<file path="config.mk">
export PLATFORM = sky130hd
export DESIGN_NAME = i2s_rx_oversampled_flat
export DESIGN_NICKNAME = d
export VERILOG_FILES = /design/src/rtl/i2s_rx_oversampled_if.sv /design/src/rtl/i2s_rx_oversampled.sv /design/src/flat_wrapper.sv
export SDC_FILE = /design/constraint.sdc
export NUM_CORES = 1
export LEC_CHECK = 0
export ABC_CLOCK_PERIOD_IN_PS = 2400
export BUFFER_PORTS_ARGS = -buffer_cell sky130_fd_sc_hd__buf_2
export CORE_MARGIN = 4
export CORE_UTILIZATION = 58
export DETAILED_ROUTE_END_ITERATION = 7
export HOLD_SLACK_MARGIN = 0.15
export PLACE_DENSITY = 0.88
export REMOVE_ABC_BUFFERS = 1
export SYNTH_ARGS = -nofsm -noshare
export SYNTH_HDL_FRONTEND = slang
export SYNTH_SLANG_ARGS = --single-unit
</file>
<file path="constraint.sdc">
create_clock -name i_clk -period 2.4 [get_ports i_clk]
set_input_delay 0.12 -clock i_clk [delete_from_list [all_inputs] [get_ports i_clk]]
set_output_delay 0.12 -clock i_clk [all_outputs]
set_load 0.01 [all_outputs]
</file>
<file path="src/rtl/i2s_rx_oversampled_if.sv">
// i2s_rx_oversampled_if: valid/ready stream carrying one stereo frame.
//   tdata  : {left, right}, left in the MSBs, 2*SAMPLE_W bits
//   tvalid : frame valid (driven by the receiver)
//   tready : consumer ready (driven by the sink)
// Modports: master = receiver side, slave = consumer side.
interface i2s_rx_oversampled_if #(
   parameter int SAMPLE_W = 24
) ();
   logic [2*SAMPLE_W-1:0] tdata;
   logic                  tvalid;
   logic                  tready;

   modport master (output tdata, output tvalid, input tready);
   modport slave  (input tdata, input tvalid, output tready);
endinterface

</file>
<file path="src/rtl/i2s_rx_oversampled.sv">
// i2s_rx_oversampled: Philips I2S slave receiver, oversampled in i_clk.
// SCK/WS/SD are synchronized, SCK rises become one-cycle strobes, and each
// left/right pair is presented on the m_axis stream with sticky overflow.
// Ports:
//   i_clk, i_rst_n      : oversampling clock (>= 6x SCK), async active-low reset
//   i_sck, i_ws, i_sd   : asynchronous I2S pins
//   m_axis (master)     : tdata {left, right}, tvalid, tready
//   o_overflow          : sticky, a frame was dropped; cleared by i_ovf_clr
//   o_locked            : aligned to frames
//   o_sck_lost          : sticky SCK watchdog flag (only with I2S_RX_TIMEOUT_EN)
// Optional feature macro: I2S_RX_TIMEOUT_EN enables the SCK watchdog;
// when undefined o_sck_lost is constant 0.
module i2s_rx_oversampled #(
   parameter int SAMPLE_W   = 24,
   parameter int SYNC_DEPTH = 2,
   parameter int TIMEOUT    = 1024
) (
   input  logic                         i_clk,
   input  logic                         i_rst_n,
   input  logic                         i_sck,
   input  logic                         i_ws,
   input  logic                         i_sd,
   i2s_rx_oversampled_if.master         m_axis,
   output logic                         o_overflow,
   input  logic                         i_ovf_clr,
   output logic                         o_locked,
   output logic                         o_sck_lost
);
   localparam int CW = $clog2(SAMPLE_W + 1);
   localparam int IW = $clog2(SAMPLE_W);
   localparam logic [CW-1:0] SW_C = CW'(SAMPLE_W);

   typedef enum logic [1:0] {SYNC, LEFT, RIGHT} state_t;

   logic [SYNC_DEPTH-1:0] sck_sync_q, ws_sync_q, sd_sync_q;
   logic                  sck_dly_q;
   // Strobe and samples are registered together so WS/SD stay aligned with it.
   logic                  rise_q, ws_r_q, sd_r_q;

   state_t                state_q, state_d;
   logic [SAMPLE_W-1:0]   shift_q, shift_d, left_q, left_d, right_q, right_d;
   logic [CW-1:0]         bit_cnt_q, bit_cnt_d;
   logic                  ws_prev_q, ws_prev_d;
   logic                  emit_q, emit_d;
   logic                  locked_q, locked_d;
   logic [2*SAMPLE_W-1:0] tdata_q, tdata_d;
   logic                  tvalid_q, tvalid_d;
   logic                  ovf_q, ovf_d;
   logic [SAMPLE_W-1:0]   word;
   logic [IW-1:0]         idx;

`ifdef I2S_RX_TIMEOUT_EN
   localparam int TW = $clog2(TIMEOUT + 1);
   localparam logic [TW-1:0] TO_C = TW'(TIMEOUT);
   logic [TW-1:0] to_cnt_q, to_cnt_d;
   logic          lost_q, lost_d;
   logic          fire;
`endif

   always_comb begin
      state_d   = state_q;
      shift_d   = shift_q;
      bit_cnt_d = bit_cnt_q;
      ws_prev_d = ws_prev_q;
      left_d    = left_q;
      right_d   = right_q;
      emit_d    = 1'b0;
      locked_d  = locked_q;
      word      = shift_q;
      idx       = IW'(SAMPLE_W - 1) - IW'(bit_cnt_q);

      if (rise_q) begin
         // Shift first: the LSB of the closing word arrives on the boundary edge.
         if (bit_cnt_q < SW_C) word[idx] = sd_r_q;
         ws_prev_d = ws_r_q;
         if (ws_r_q != ws_prev_q) begin
            shift_d   = '0;
            bit_cnt_d = '0;
            case (state_q)
               SYNC:  if (!ws_r_q) begin state_d = LEFT; locked_d = 1'b1; end
               LEFT:  if (ws_r_q) begin left_d = word; state_d = RIGHT; end
               RIGHT: if (!ws_r_q) begin right_d = word; emit_d = 1'b1; state_d = LEFT; end
               default: state_d = SYNC;
            endcase
         end else begin
            shift_d = word;
            if (bit_cnt_q < SW_C) bit_cnt_d = bit_cnt_q + CW'(1);
         end
      end

      // Output stage: a new frame may replace an accepted one in the same cycle.
      tdata_d  = tdata_q;
      tvalid_d = tvalid_q;
      ovf_d    = ovf_q & ~i_ovf_clr;
      if (tvalid_q && m_axis.tready) tvalid_d = 1'b0;
      if (emit_q) begin
         if (!tvalid_q || m_axis.tready) begin
            tdata_d  = {left_q, right_q};
            tvalid_d = 1'b1;
         end else begin
            ovf_d = 1'b1;
         end
      end

`ifdef I2S_RX_TIMEOUT_EN
      fire     = !rise_q && (to_cnt_q == TO_C - TW'(1));
      to_cnt_d = rise_q ? '0 : ((to_cnt_q == TO_C) ? to_cnt_q : to_cnt_q + TW'(1));
      lost_d   = fire | (lost_q & ~i_ovf_clr);
      if (fire) begin
         state_d   = SYNC;
         locked_d  = 1'b0;
         shift_d   = '0;
         bit_cnt_d = '0;
      end
`endif
   end

   always_ff @(posedge i_clk or negedge i_rst_n) begin
      if (!i_rst_n) begin
         sck_sync_q <= '0;
         ws_sync_q  <= '0;
         sd_sync_q  <= '0;
         sck_dly_q  <= 1'b0;
         rise_q     <= 1'b0;
         ws_r_q     <= 1'b0;
         sd_r_q     <= 1'b0;
         state_q    <= SYNC;
         shift_q    <= '0;
         bit_cnt_q  <= '0;
         ws_prev_q  <= 1'b0;
         left_q     <= '0;
         right_q    <= '0;
         emit_q     <= 1'b0;
         locked_q   <= 1'b0;
         tdata_q    <= '0;
         tvalid_q   <= 1'b0;
         ovf_q      <= 1'b0;
      end else begin
         sck_sync_q <= {sck_sync_q[SYNC_DEPTH-2:0], i_sck};
         ws_sync_q  <= {ws_sync_q[SYNC_DEPTH-2:0], i_ws};
         sd_sync_q  <= {sd_sync_q[SYNC_DEPTH-2:0], i_sd};
         sck_dly_q  <= sck_sync_q[SYNC_DEPTH-1];
         rise_q     <= sck_sync_q[SYNC_DEPTH-1] & ~sck_dly_q;
         ws_r_q     <= ws_sync_q[SYNC_DEPTH-1];
         sd_r_q     <= sd_sync_q[SYNC_DEPTH-1];
         state_q    <= state_d;
         shift_q    <= shift_d;
         bit_cnt_q  <= bit_cnt_d;
         ws_prev_q  <= ws_prev_d;
         left_q     <= left_d;
         right_q    <= right_d;
         emit_q     <= emit_d;
         locked_q   <= locked_d;
         tdata_q    <= tdata_d;
         tvalid_q   <= tvalid_d;
         ovf_q      <= ovf_d;
      end
   end

`ifdef I2S_RX_TIMEOUT_EN
   always_ff @(posedge i_clk or negedge i_rst_n) begin
      if (!i_rst_n) begin
         to_cnt_q <= '0;
         lost_q   <= 1'b0;
      end else begin
         to_cnt_q <= to_cnt_d;
         lost_q   <= lost_d;
      end
   end
   assign o_sck_lost = lost_q;
`else
   // Watchdog compiled out; the expression keeps TIMEOUT referenced.
   assign o_sck_lost = (TIMEOUT < 0);
`endif

   assign m_axis.tdata  = tdata_q;
   assign m_axis.tvalid = tvalid_q;
   assign o_overflow    = ovf_q;
   assign o_locked      = locked_q;
endmodule

</file>
<file path="src/flat_wrapper.sv">
// flat-port wrapper written by rule: the top's interface ports become plain ports
module i2s_rx_oversampled_flat 
#(
   parameter int SAMPLE_W   = 24,
   parameter int SYNC_DEPTH = 2,
   parameter int TIMEOUT    = 1024
)
  (i_clk, i_rst_n, i_sck, i_ws, i_sd, o_overflow, i_ovf_clr, o_locked, o_sck_lost, m_axis_tdata, m_axis_tvalid, m_axis_tready);
  i2s_rx_oversampled_if #(.SAMPLE_W(SAMPLE_W)) m_axis_i ();
  input  logic i_clk;
  input  logic i_rst_n;
  input  logic i_sck;
  input  logic i_ws;
  input  logic i_sd;
  output logic o_overflow;
  input  logic i_ovf_clr;
  output logic o_locked;
  output logic o_sck_lost;
  output wire logic [$bits(m_axis_i.tdata)-1:0] m_axis_tdata;
  output wire logic [$bits(m_axis_i.tvalid)-1:0] m_axis_tvalid;
  input wire logic [$bits(m_axis_i.tready)-1:0] m_axis_tready;
  assign m_axis_tdata = m_axis_i.tdata;
  assign m_axis_tvalid = m_axis_i.tvalid;
  assign m_axis_i.tready = m_axis_tready;
  i2s_rx_oversampled #(.SAMPLE_W(SAMPLE_W), .SYNC_DEPTH(SYNC_DEPTH), .TIMEOUT(TIMEOUT)) u_core (.i_clk(i_clk), .i_rst_n(i_rst_n), .i_sck(i_sck), .i_ws(i_ws), .i_sd(i_sd), .m_axis(m_axis_i), .o_overflow(o_overflow), .i_ovf_clr(i_ovf_clr), .o_locked(o_locked), .o_sck_lost(o_sck_lost));
endmodule
</file>
## After elaboration in Yosys (flattened, before gate mapping)

Index checks and enable logic that the tools add are counted.

| storage, ports and cells | value |
|---|---|
| memories kept | 0 |
| input port bits | 7 |
| latch bits | 0 |
| memory bits (writable) | 0 |
| output and inout port bits | 52 |
| word-level logic and storage cells | 65 |
| bits in read-only memories | 0 |
| flip-flop bits (word level) | 142 |

| operators by class | value |
|---|---|
| reductions and logical operators | 13 |
| bitwise gates (word level) | 5 |
| equality and inequality tests | 5 |
| divide/modulo/power cells | 0 |
| multiplexer cells | 19 |
| magnitude comparators | 3 |
| shifts and indexed selects | 0 |
| multiply operators | 0 |
| $add $sub $neg | 2 |

Operator list:

| kind | number |
|---|---|
| $mux 24 | 2 |
| $bwmux 24 | 1 |
| $reduce_and 4->1 | 4 |
| $mux 1 | 10 |
| $mux 5 | 2 |
| $lt 5x6->1 const B | 1 |
| $add 5x1->5 const B | 1 |
| $demux 1 s5 | 1 |
| $ge 5x1->1 const B | 1 |
| $lt 5x5->1 const B | 1 |
| $sub 5x5->5 const A | 1 |
| $mux 2 | 2 |
| $pmux 2 s2 | 1 |
| $reduce_and 2->1 | 2 |
| $not 1->1 | 3 |
| $and 1x1->1 | 2 |
| $eq 2x1->1 const B | 1 |
| $eq 2x2->1 const B | 1 |
| $logic_and 1x1->1 | 2 |
| $logic_not 2->1 | 1 |
| $ne 2x1->1 const B | 1 |
| $ne 2x2->1 const B | 1 |
| $reduce_bool 2->1 | 1 |
| $reduce_or 2->1 | 1 |
| other kinds (3) | 3 |

## Depth between registers and ports, before layout

Gate-level depths: netlist (run 1).

| depth | value |
|---|---|
| word-level depth | 8 |
| gate-level depth with buffers | 9 |
| gate-level depth less buffers | 5 |

## Worst setup path after synthesis (run 1)

OpenSTA, ideal clock, no wires.

| path | value |
|---|---|
| path kind | reg2reg |
| start | register u_core.ws_r_q |
| end | register u_core.left_q[12] |
| buffers on the path | 4 |
| arrival | 1.821 ns |
| setup time | 0.127 ns |
| clock period less this slack | 1.948 ns |
| slack | 0.452 ns |
| cell stages (with the launch flop) | 10 |
| required time | 2.273 ns |
| cell sequence | dfrtp_1 > clkbuf_1 > inv_1 > ha_1 > and4bb_1 > buf_6 > and2_4 > buf_6 > buf_6 > a21oi_2 |

| on the way | value |
|---|---|
| cells in the longest elaborated chain, start to end | 2 |

RTL lines:

| what | line | RTL |
|---|---|---|
| start, declared | i2s_rx_oversampled.sv:38 | `logic rise_q, ws_r_q, sd_r_q;` |
| start signal, assigned | i2s_rx_oversampled.sv:144 | `ws_r_q <= ws_sync_q[SYNC_DEPTH-1];` |
| $ne 1x1->1 | i2s_rx_oversampled.sv:76 | `if (ws_r_q != ws_prev_q) begin` |
| $reduce_and 4->1 (no line) (*) | n/a |  |
| end signal, assigned | i2s_rx_oversampled.sv:150 | `left_q <= left_d;` |
| end, declared | i2s_rx_oversampled.sv:41 | `logic [SAMPLE_W-1:0] shift_q, shift_d, left_q, left_d, right_q, right_d;` |

Mark *: on every way between the ends. The rest lies on a longest branch, timed or not.
A chain may end at the register's enable or synchronous reset.

## Final worst setup path (run 1)

| path | value |
|---|---|
| start | register u_core.bit_cnt_q[1] |
| end | register u_core.right_q[18] |

| on the way | value |
|---|---|
| cells in the longest elaborated chain, start to end | 7 |
| elaborated cells between the ends (all ways) | 9 |
| those cells by class | add/sub: 1; order compare: 3; mux: 4; reduce/logical: 1 |

RTL lines:

| what | line | RTL |
|---|---|---|
| start, declared | i2s_rx_oversampled.sv:42 | `logic [CW-1:0] bit_cnt_q, bit_cnt_d;` |
| start signal, assigned | i2s_rx_oversampled.sv:148 | `bit_cnt_q <= bit_cnt_d;` |
| $sub 5x5->5 | i2s_rx_oversampled.sv:70 | `idx = IW'(SAMPLE_W - 1) - IW'(bit_cnt_q);` |
| $lt 5x6->1 (not written as such) / $ge 5x1->1 (equally long branches) | i2s_rx_oversampled.sv:74 | `if (bit_cnt_q < SW_C) word[idx] = sd_r_q;` |
| $logic_and 1x1->1 (not written as such) | i2s_rx_oversampled.sv:74 |  |
| $mux 1 (not written as such) | i2s_rx_oversampled.sv:74 |  |
| $demux 1 s5 | n/a |  |
| $bwmux 24 | i2s_rx_oversampled.sv:74 |  |
| $mux 24 (*) | i2s_rx_oversampled.sv:74 |  |
| end signal, assigned | i2s_rx_oversampled.sv:151 | `right_q <= right_d;` |
| end, declared | i2s_rx_oversampled.sv:41 |  |

Marked as above.

==> results of run 1 <==
[worst max path at each step]
stage / start / endpoint / slack, ns
finish: u_core.bit_cnt_q[1] / u_core.right_q[18] / 0.36
global route: u_core.bit_cnt_q[2] / u_core.right_q[18] / 0.23
CTS: u_core.bit_cnt_q[1] / u_core.right_q[18] / 0.35
detailed placement: u_core.bit_cnt_q[1] / u_core.right_q[18] / 0.45
global placement: u_core.ws_prev_q / u_core.left_q[2] / 0.51
floorplan: u_core.ws_r_q / u_core.left_q[0] / -0.13
[cells in the mapped netlist]
cell type and count:
buf_2 10, inv_2 1, o2bb2ai_1 24, a32o_1 1, buf_6 4, nor2b_1 2
nor2_1 3, a211oi_1 1, nor4bb_2 1, mux2_2 49, nand4b_1 9, a31o_2 2
dfrtp_1 142, a21o_1 1, o22ai_1 1, and3_1 1, conb_1 1, and4bb_1 4
nand3_1 2, buf_4 5, mux2i_1 26, nor4b_2 4, inv_1 5, and4bb_2 6
a21oi_2 20, nand2_1 30, nand2_2 1, clkbuf_2 1, o21ai_0 18, ha_1 6
clkbuf_1 15, o21ai_1 8, nor4bb_1 2, a22o_1 2, a21oi_1 29, nand2b_1 4
and2_4 1, a41oi_1 2
[layer usage]
metal | GRT usage | vias up | routed length, um
met5 | 0 | - | 0
met4 | 0.0911 | 0 | 244
met3 | 0.0562 | 21 | 592
met2 | 0.357 | 119 | 5900
met1 | 0.286 | 1879 | 5020
li1 | - | 1732 | -
[placed cells by master, fill, tap and decap left out, types with 9 or more instances in the layout]
cell / n
a21oi_1: 29
clkbuf_16: 16
nand4b_1: 9
mux2_2: 49
a21oi_2: 20
nand2_1: 29
mux2i_1: 26
dfrtp_1: 142
buf_2: 56
o2bb2ai_1: 24
o21ai_0: 18
[registers in the layout, indices dropped and copies added (netlist names), 2 cells and up]
register and count:
u_core.ws_sync_q 2, u_core.shift_q 24, u_core.sck_sync_q 2, u_core.left_q 24, u_core.sd_sync_q 2, u_core.right_q 24, u_core.state_q 2, u_core.m_axis.tdata 48
u_core.bit_cnt_q 5
[logic make-up after synthesis]
kind of cell / share of synthesized area
buf+inv: 0.0367
fa+ha+maj: 0.0127
flops: 0.602
simple gates: 0.0836
mux: 0.138
other cells: 0.000636
compound gates: 0.126
[final cells by class]
cell class / count / share of cell area
Sequential cell: 142 / 0.513
Timing Repair Buffer: 73 / 0.0655
Clock buffer: 19 / 0.0637
Inverter: 6 / 0.00325
Tap cell: 133 / 0.0240
Clock inverter: 13 / 0.0233
Multi-Input combinational cell: 261 / 0.307
[worst max-delay path, delay by kind of cell, from the launching register on]
kind / cells / cell delay [ns]
simple gates: 1 / 0.41
buf+inv: 1 / 0.16
compound gates: 1 / 0.17
fa+ha+maj: 1 / 0.31
flops: 1 / 0.46
mux: 1 / 0.40
[power groups by stage]
| stage | registers (uW) | logic, uW | clock network [uW] |
|---|---|---|---|
| 2_1_floorplan | 3240 | 727 | 0 |
| 3_3_place_gp | 3240 | 1150 | 0 |
| 3_5_place_dp | 3270 | 1210 | 0 |
| 4_1_cts | 3240 | 1260 | 2670 |
| 5_1_grt | 3310 | 1360 | 2800 |
| 6_report | 3240 | 1230 | 2640 |
[per-stage QoR]
step | worst slack, ns | instance area (um^2) | hold slack [ns] | util | TNS, ns
floorplan | -0.130 | 5700 | -0.176 | - | -2.60
global placement | 0.514 | 6260 | 0.171 | 0.637 | 0
detailed placement | 0.453 | 6260 | 0.182 | 0.637 | 0
CTS | 0.347 | 6930 | 0.208 | 0.706 | 0
global route | 0.226 | 6930 | 0.228 | 0.706 | 0
finish | 0.356 | 6930 | 0.176 | 0.706 | 0
==> reports/metrics.cfg, run 1 <==
[run_status]
status=finished clean

[synthesis]
ys_types=38
ys_top_cells_by_area=dfrtp_1, mux2_2, mux2i_1, o2bb2ai_1, a21oi_2
netlist_area_um2=5900
syn_avg_cell_area_um2=13.3
ys_warn_count=0
synth_seq_cells=142
yosys.area.top_type_share=0.602
synth_top_cell_by_area=dfrtp_1
ys_seq_area_frac=0.602
synth_cells=444

[timing]
fmaxAchievable_ghz=0.489
worst_pin_slew_ns=0.917
drv_slew=0
finalCritPeriodShare=0.851
slew_headroom=0.389
setup_viol=0
hold_viol=0
period_minus_slack_ns=2.04
fin_skew_ns=0.0117
grt_setup_unrepaired=no

[routing]
drc=0
drt_first_iter_violations=260
vias_per_cell=5.80
wl_per_cell_um=18.2
drtPass1Iterations=5
ant_nets=0
wirelength_um=11800
vias=3751

[setup_path]
end_kind=flop
cp_data_required_time_ns=2.79
critPathSlowestCell=dfrtp_1
critPathKind=reg2reg
crit_path_cell_trace=inv_1 -> ha_1 -> nor4bb_1 -> mux2i_1 -> o21ai_0
start_kind=flop
r2r-end=u_core.right_q[18]
timing.rr.start=u_core.bit_cnt_q[1]
r2r_slack_ns=0.36
slowest_delay_ns=0.46
cp_max_fo=6
ff2ff_path_depth=5
critPathArrivalTime_ns=2.43

[final_layout]
multi_input_area_um2=2130
fin_nets=514
drive_gt1_frac=0.358
n_antenna_cell=0
nFillCells=665
stdcell_count=647
area_growth_pct=17.5
regArea_um2=3550

[worst_hold_path]
holdCritPathClass=in2async

[floorplanning]
dieWidth_um=109
boundaryPins=59
initial_utilization=0.601
die-height_um=109
core_area_um2=9820
fp.dieArea_um2=11800
rows=36

[clock_tree]
cts_hold_buffers=7
postCtsSetupRepairBufs=0
cts_tree=built
cts_made_buffers=17
cts-root-buf=clkbuf_8
postCtsResizedCells=0
cts_buffer_depth=2
cts.clk_slew.worst_paths_ns=0.06
htree_levels=4
clkSinkCount=142
clock_latency_ns=0.53

[power]
design_power_total_uw=7110
pwr-share-clk=0.371
p_comb_frac=0.173
seq_power_share=0.455
p_switching_uw=2020
p_sw_frac=0.284
leakagePower_uw=0.00334
powerDensity_nw_per_um2=1030
irDropWorstVdd_mv=0.555
internal-power_uw=5090

[grt]
grt_pass1_vias=3964
grtUsageTotal=0.221
overflow=0
grt_max_degree=76
grt_pass1_wl_um=20100
grt_antenna_before_repair=0

[place]
gp_congestion=0.850
portBuffers=57
dp.cells=608
hpwl_um=7130

[run]
maxCapViolations=0

No activity file was read; power rests on OpenSTA's default activity.
==> inputs of run 2 (changes only) <==
- CORE_UTILIZATION: 58 -> 61
- CTS_BUF_LIST: default -> sky130_fd_sc_hd__clkbuf_8
- PLACE_DENSITY: 0.88 -> 0.91
==> run 2 against run 1 <==
Compared with the run above:
- worst setup slack got worse by 0.058 ns
- final cell count shrank 0.31%
- routed wire length decreased by 1.9%
- utilization up 1.5 points
- sequential cell count did not move
- critical endpoint is now u_core.right_q[17]
==> reports/metrics.cfg, run 2 (synthesized netlist as in run 1, its figures left out) <==
[run]
maxCapViolations=0  ; unchanged

[routing]
vias_per_cell=5.87  ; +1.3%
drtPass1Iterations=4  ; -1
drc=0  ; unchanged
ant_nets=0  ; unchanged
wirelength_um=11500  ; -1.9%
wl_per_cell_um=17.9  ; -1.6%
vias=3788  ; +0.99%
drt_first_iter_violations=303  ; +17%

[final_layout]
n_antenna_cell=0  ; unchanged
area_growth_pct=14.0
largest_reg_flops=48  ; unchanged
layout_commonest_cell=dfrtp_1
final_area_um2=6730  ; -3.0%
drive_gt1_frac=0.357  ; -0.00139
mostFrequentLayoutCells=dfrtp_1, buf_2, mux2_2
fin_nets=516  ; +0.39%

[power]
irDropWorstVdd_mv=0.445  ; -20%
leakagePower_uw=0.00326  ; -2.4%
p_comb_frac=0.188  ; +0.015
p_sw_frac=0.300  ; +0.0159
powerDensity_nw_per_um2=956  ; -6.9%
seq_power_share=0.505  ; +0.050
p_switching_uw=1930  ; -4.6%
pwr-share-clk=0.307  ; -0.064
internal-power_uw=4500  ; -12%

[setup_path]
critPathSlowestCell=dfrtp_1
critPathArrivalTime_ns=2.41  ; -0.02 ns
timing.rr.start=u_core.bit_cnt_q[2]
critPathKind=reg2reg
crit_path_cell_trace=nor4bb_1 -> mux2i_1 -> o21ai_0
setup.worst_path.start=u_core.bit_cnt_q[2]
cp_max_fo=30  ; +24
slowest_delay_ns=0.95  ; +0.49 ns
end_kind=flop
start_kind=flop
cp_data_required_time_ns=2.71  ; -0.08 ns

[grt]
grt_antenna_before_repair=0  ; unchanged
grt_pass1_wl_um=20200  ; +0.51%
grtUsageTotal=0.226  ; +0.00471
overflow=0  ; unchanged
grt_max_degree=68  ; -11%
grt_pass1_vias=4031  ; +1.7%

[timing]
final.setup.worst_slack_ns=0.299  ; -0.0578 ns
fmaxAchievable_ghz=0.476  ; -2.8%
period_minus_slack_ns=2.10  ; +0.0578 ns
drv_slew=0  ; unchanged
slew_headroom=0.385  ; -0.00428
hold_viol=0  ; unchanged
finalCritPeriodShare=0.876  ; +0.0241
grt_setup_unrepaired=no
finalSetupTns_ns=0  ; unchanged
setup_viol=0  ; unchanged
fin_skew_ns=0.0120  ; +0.000336 ns
worst_pin_slew_ns=0.923  ; +0.00642 ns

[floorplanning]
boundaryPins=59  ; unchanged
core_area_um2=9330  ; -5.0%
rows=35  ; -2.8%
fp.dieArea_um2=11300  ; -4.6%
die-height_um=106  ; -2.3%
initial_utilization=0.632  ; +0.0317
dieWidth_um=106  ; -2.3%

[clock_tree]
cts_buffer_depth=2  ; unchanged
clkSinkCount=142  ; unchanged
cts_tree=built
cts_made_buffers=17  ; unchanged
clock_latency_ns=0.44  ; -0.09 ns
cts-root-buf=clkbuf_8
htree_levels=4  ; unchanged
cts.clk_slew.worst_paths_ns=0.08  ; +0.02 ns

[run_status]
status=finished clean

[place]
place_ws_ns=0.404  ; -0.0496 ns
portBuffers=57  ; unchanged
hpwl_um=7220  ; +1.3%
placed_area_um2=6240  ; -0.24%
gp_congestion=0.776  ; -8.8%

[worst_hold_path]
holdCritPathClass=in2async

==> run 2: cell count changes in the layout (fill, tap and decap cells not counted) <==
| cell | change |
|---|---|
| buf_12 | -2 |
| buf_4 | +4 |
| clkbuf_16 | -16 |
| clkbuf_8 | +15 |
| clkinv_2 | -1 |
| clkinvlp_4 | -1 |
| inv_1 | +2 |
| inv_6 | +1 |
==> run 2: final cells by class <==
class / instances / area (um^2)
clock buffers: 18 / 248
inverters: 6 / 22.5
repair buffers: 75 / 444
clock inverters: 14 / 165
multi-input cells: 261 / 2130
well taps: 129 / 161
fillers: 639 / 2600
flip-flops and latches: 142 / 3550
==> run 2: critical path: cells and delay by family, from the launching register on <==
kind	cells	cell delay, ns
multiplexers	1	0.40
AO/OA/AOI/OAI	1	0.14
flip-flops	1	0.95
AND/OR/NAND/NOR	1	0.47
==> run 2: power by group through the flow <==
stage / clock, uW / sequential (uW) / combinational [uW]
floorplan: 0 / 3240 / 727
global placement: 0 / 3230 / 1140
detailed placement: 0 / 3270 / 1200
CTS: 1990 / 3240 / 1230
global route: 2110 / 3310 / 1340
finish: 1970 / 3240 / 1210
==> run 2: routing by layer <==
| metal | share of wire | track usage |
|---|---|---|
| met5 | 0 | 0 |
| met3 | 0.048 | 0.0510 |
| met4 | 0.018 | 0.0805 |
| met2 | 0.51 | 0.380 |
| met1 | 0.42 | 0.288 |
==> run 2: per-stage QoR <==
| step | power [uW] | cells | hold slack (ns) | util |
|---|---|---|---|---|
| after floorplan | 3970 | 409 | -0.176 | - |
| after global placement | 4380 | 606 | 0.144 | 0.669 |
| after detailed placement | 4470 | 606 | 0.149 | 0.669 |
| after CTS | 6460 | 645 | 0.236 | 0.721 |
| after global routing | 6750 | 645 | 0.268 | 0.721 |
| final | 6430 | 645 | 0.211 | 0.721 |
==> run 2: worst paths after layout <==
path / end / slack, ns / cells after the start
worst min-delay path: u_core.m_axis.tdata[15] / 0.21 / 2
min in group i_clk: u_core.ws_sync_q[0] / 0.32 / 2
max in group asynchronous: u_core.left_q[12] / 1.40 / 3
worst max-delay path: u_core.right_q[17] / 0.30 / 3
worst min register to register: u_core.ws_sync_q[1] / 0.35 / 0
worst max register to register: u_core.right_q[17] / 0.30 / 3
==> run 2: timing repair <==
item                      CTS  global route
hold endpoints to repair   69             0
gates resized for setup     0             0
buffers inserted            0             0
hold buffers                7             0
==> inputs of run 3 (changes only) <==
- BUFFER_PORTS_ARGS: -buffer_cell sky130_fd_sc_hd__buf_2 -> default
- CORE_UTILIZATION: 61 -> 64
- DONT_BUFFER_PORTS: default -> 1
- PLACE_DENSITY: 0.91 -> 0.89
==> run 3 against run 2 <==
Compared with the run above:
- the run now ends with hold timing left
- routed wire length shrank 5.3%
- worst setup slack gained 0.044 ns
- die area shrank 4.3%
- global-route usage shrank 1.2 points
- power shrank 5.5%
- sequential share of layout area grew 3.2 points
- maximum frequency grew 2.1%
- count of clock-buffer cells in the layout grew 1
- hold slack lost 0.83 ns
- via count shrank 6.2%
- critical path type unchanged
- critical endpoint is now u_core.right_q[18]
- largest power group unchanged
==> reports/metrics.cfg, run 3 (synthesized netlist as in run 1, its figures left out) <==
[run_status]
status=finished, violations left
violations=hold timing

[routing]
top_layer_used=met4
drc=0  ; unchanged
drt_first_iter_violations=187  ; -38%
ant_nets=0  ; unchanged
wl_met3_um=505  ; -8.7%
wirelength_um=10900  ; -5.3%
vias=3552  ; -6.2%
wl_per_cell_um=19.5  ; +8.9%
routedLengthMet1_um=4560  ; -5.7%
vias_per_cell=6.33  ; +7.8%
wl_met2_um=5720  ; -3.7%
drtPass1Iterations=4  ; unchanged

[place]
portBuffers=0  ; -100%
hpwl_um=6630  ; -8.2%
gp_congestion=0.819  ; +5.6%

[floorplanning]
boundaryPins=59  ; unchanged
initial_utilization=0.667  ; +0.0342
die-height_um=104  ; -2.2%
fp.dieArea_um2=10800  ; -4.3%
dieWidth_um=104  ; -2.2%
core_area_um2=8850  ; -5.1%
rows=34  ; -2.9%

[timing]
worst_pin_slew_ns=0.954  ; +0.0305 ns
fmaxAchievable_ghz=0.486  ; +2.1%
drv_slew=0  ; unchanged
setup_viol=0  ; unchanged
slew_headroom=0.364  ; -0.0204
hold_viol=142  ; +142
finalSetupTns_ns=0  ; unchanged
finalCritPeriodShare=0.857  ; -0.0182
period_minus_slack_ns=2.06  ; -0.0436 ns
grt_setup_unrepaired=no
fin_skew_ns=0.00996  ; -0.00209 ns
hold_ws_ns=-0.623  ; -0.834 ns

[final_layout]
fin_nets=454  ; -12%
layout_commonest_cell=dfrtp_1
n_antenna_cell=0  ; unchanged
area_growth_pct=7.49
drive_gt1_frac=0.267  ; -0.0895
largest_reg_flops=48  ; unchanged
mostFrequentLayoutCells=dfrtp_1, mux2_2, nand2_1, a21oi_1, mux2i_1

[setup_path]
path_buf_inv=0  ; unchanged
crit_path_cell_trace=nor4bb_1 -> mux2i_1 -> o21ai_0
critical_path.top_delay_family=flip-flops
r2r_slack_ns=0.34  ; +0.04 ns
cp_max_fo=30  ; unchanged
critPathSlowestCell=dfrtp_1
slowest_delay_ns=0.97  ; +0.02 ns
start_kind=flop
end_kind=flop
critPathArrivalTime_ns=2.34  ; -0.07 ns
critPathKind=reg2reg
cp_data_required_time_ns=2.69  ; -0.02 ns

[clock_tree]
cts_tree=built
postCtsResizedCells=0  ; unchanged
cts.clk_slew.worst_paths_ns=0.08  ; about the same
cts_hold_buffers=6  ; -1
clkSinkCount=142  ; unchanged
cts-root-buf=clkbuf_8
cts_made_buffers=17  ; unchanged
htree_levels=4  ; unchanged
cts_buffer_depth=2  ; unchanged
clock_latency_ns=0.43  ; about the same
postCtsSetupRepairBufs=0  ; unchanged

[grt]
grt_pass1_vias=3776  ; -6.3%
grtUsageTotal=0.213  ; -0.0122
overflow=0  ; unchanged
grt_max_degree=143  ; +110%
grt_pass1_wl_um=18600  ; -7.7%
grt_antenna_before_repair=0  ; unchanged

[power]
design_power_total_uw=6080  ; -5.5%
powerDensity_nw_per_um2=959  ; +0.28%
leakagePower_uw=0.00293  ; -9.9%
irDropWorstVdd_mv=0.483  ; +8.5%

[run]
maxCapViolations=0  ; unchanged

[worst_hold_path]
holdCritPathClass=in2async

run 3: area by class of cell:
class	count	area [um^2]
sequential	142	3550
tap	108	135
inverter	6	22.5
fill	575	2510
clock buffer	19	262
multi-input combinational	261	2130
timing repair buffer	13	113
clock inverter	12	124
run 3: final timing paths:
| path | from | end | depth (start not counted) |
|---|---|---|---|
| setup / recovery | u_core.bit_cnt_q[2] | u_core.right_q[18] | 3 |
| setup reg to reg | u_core.bit_cnt_q[2] | u_core.right_q[18] | 3 |
| min in group i_clk | i_ws | u_core.ws_sync_q[0] | 1 |
| max in group asynchronous | i_rst_n | u_core.bit_cnt_q[3] | 0 |
| hold / removal | i_rst_n | u_core.m_axis.tdata[43] | 0 |
| hold reg to reg | u_core.ws_sync_q[0] | u_core.ws_sync_q[1] | 0 |
run 3: per-stage QoR:
| step | instances | area (um^2) | utilization | setup slack (ns) |
|---|---|---|---|---|
| 5_1_grt | 561 | 6340 | 0.716 | 0.246 |
| 2_1_floorplan | 409 | 5700 | - | -0.130 |
| 4_1_cts | 561 | 6340 | 0.716 | 0.395 |
| 6_report | 561 | 6340 | 0.716 | 0.342 |
| 3_3_place_gp | 524 | 5890 | 0.666 | 0.592 |
| 3_5_place_dp | 524 | 5890 | 0.666 | 0.435 |
run 3: metal layers:
| layer | track usage | vias up |
|---|---|---|
| met4 | 0.0693 | 0 |
| met3 | 0.0602 | 16 |
| met2 | 0.366 | 97 |
| met5 | 0 | - |
| met1 | 0.262 | 1841 |
| li1 | - | 1598 |
run 3: power breakdown:
group / internal [uW] / switching, uW / total (uW)
clock: 964 / 867 / 1830
combinational: 475 / 421 / 896
sequential: 2850 / 499 / 3350
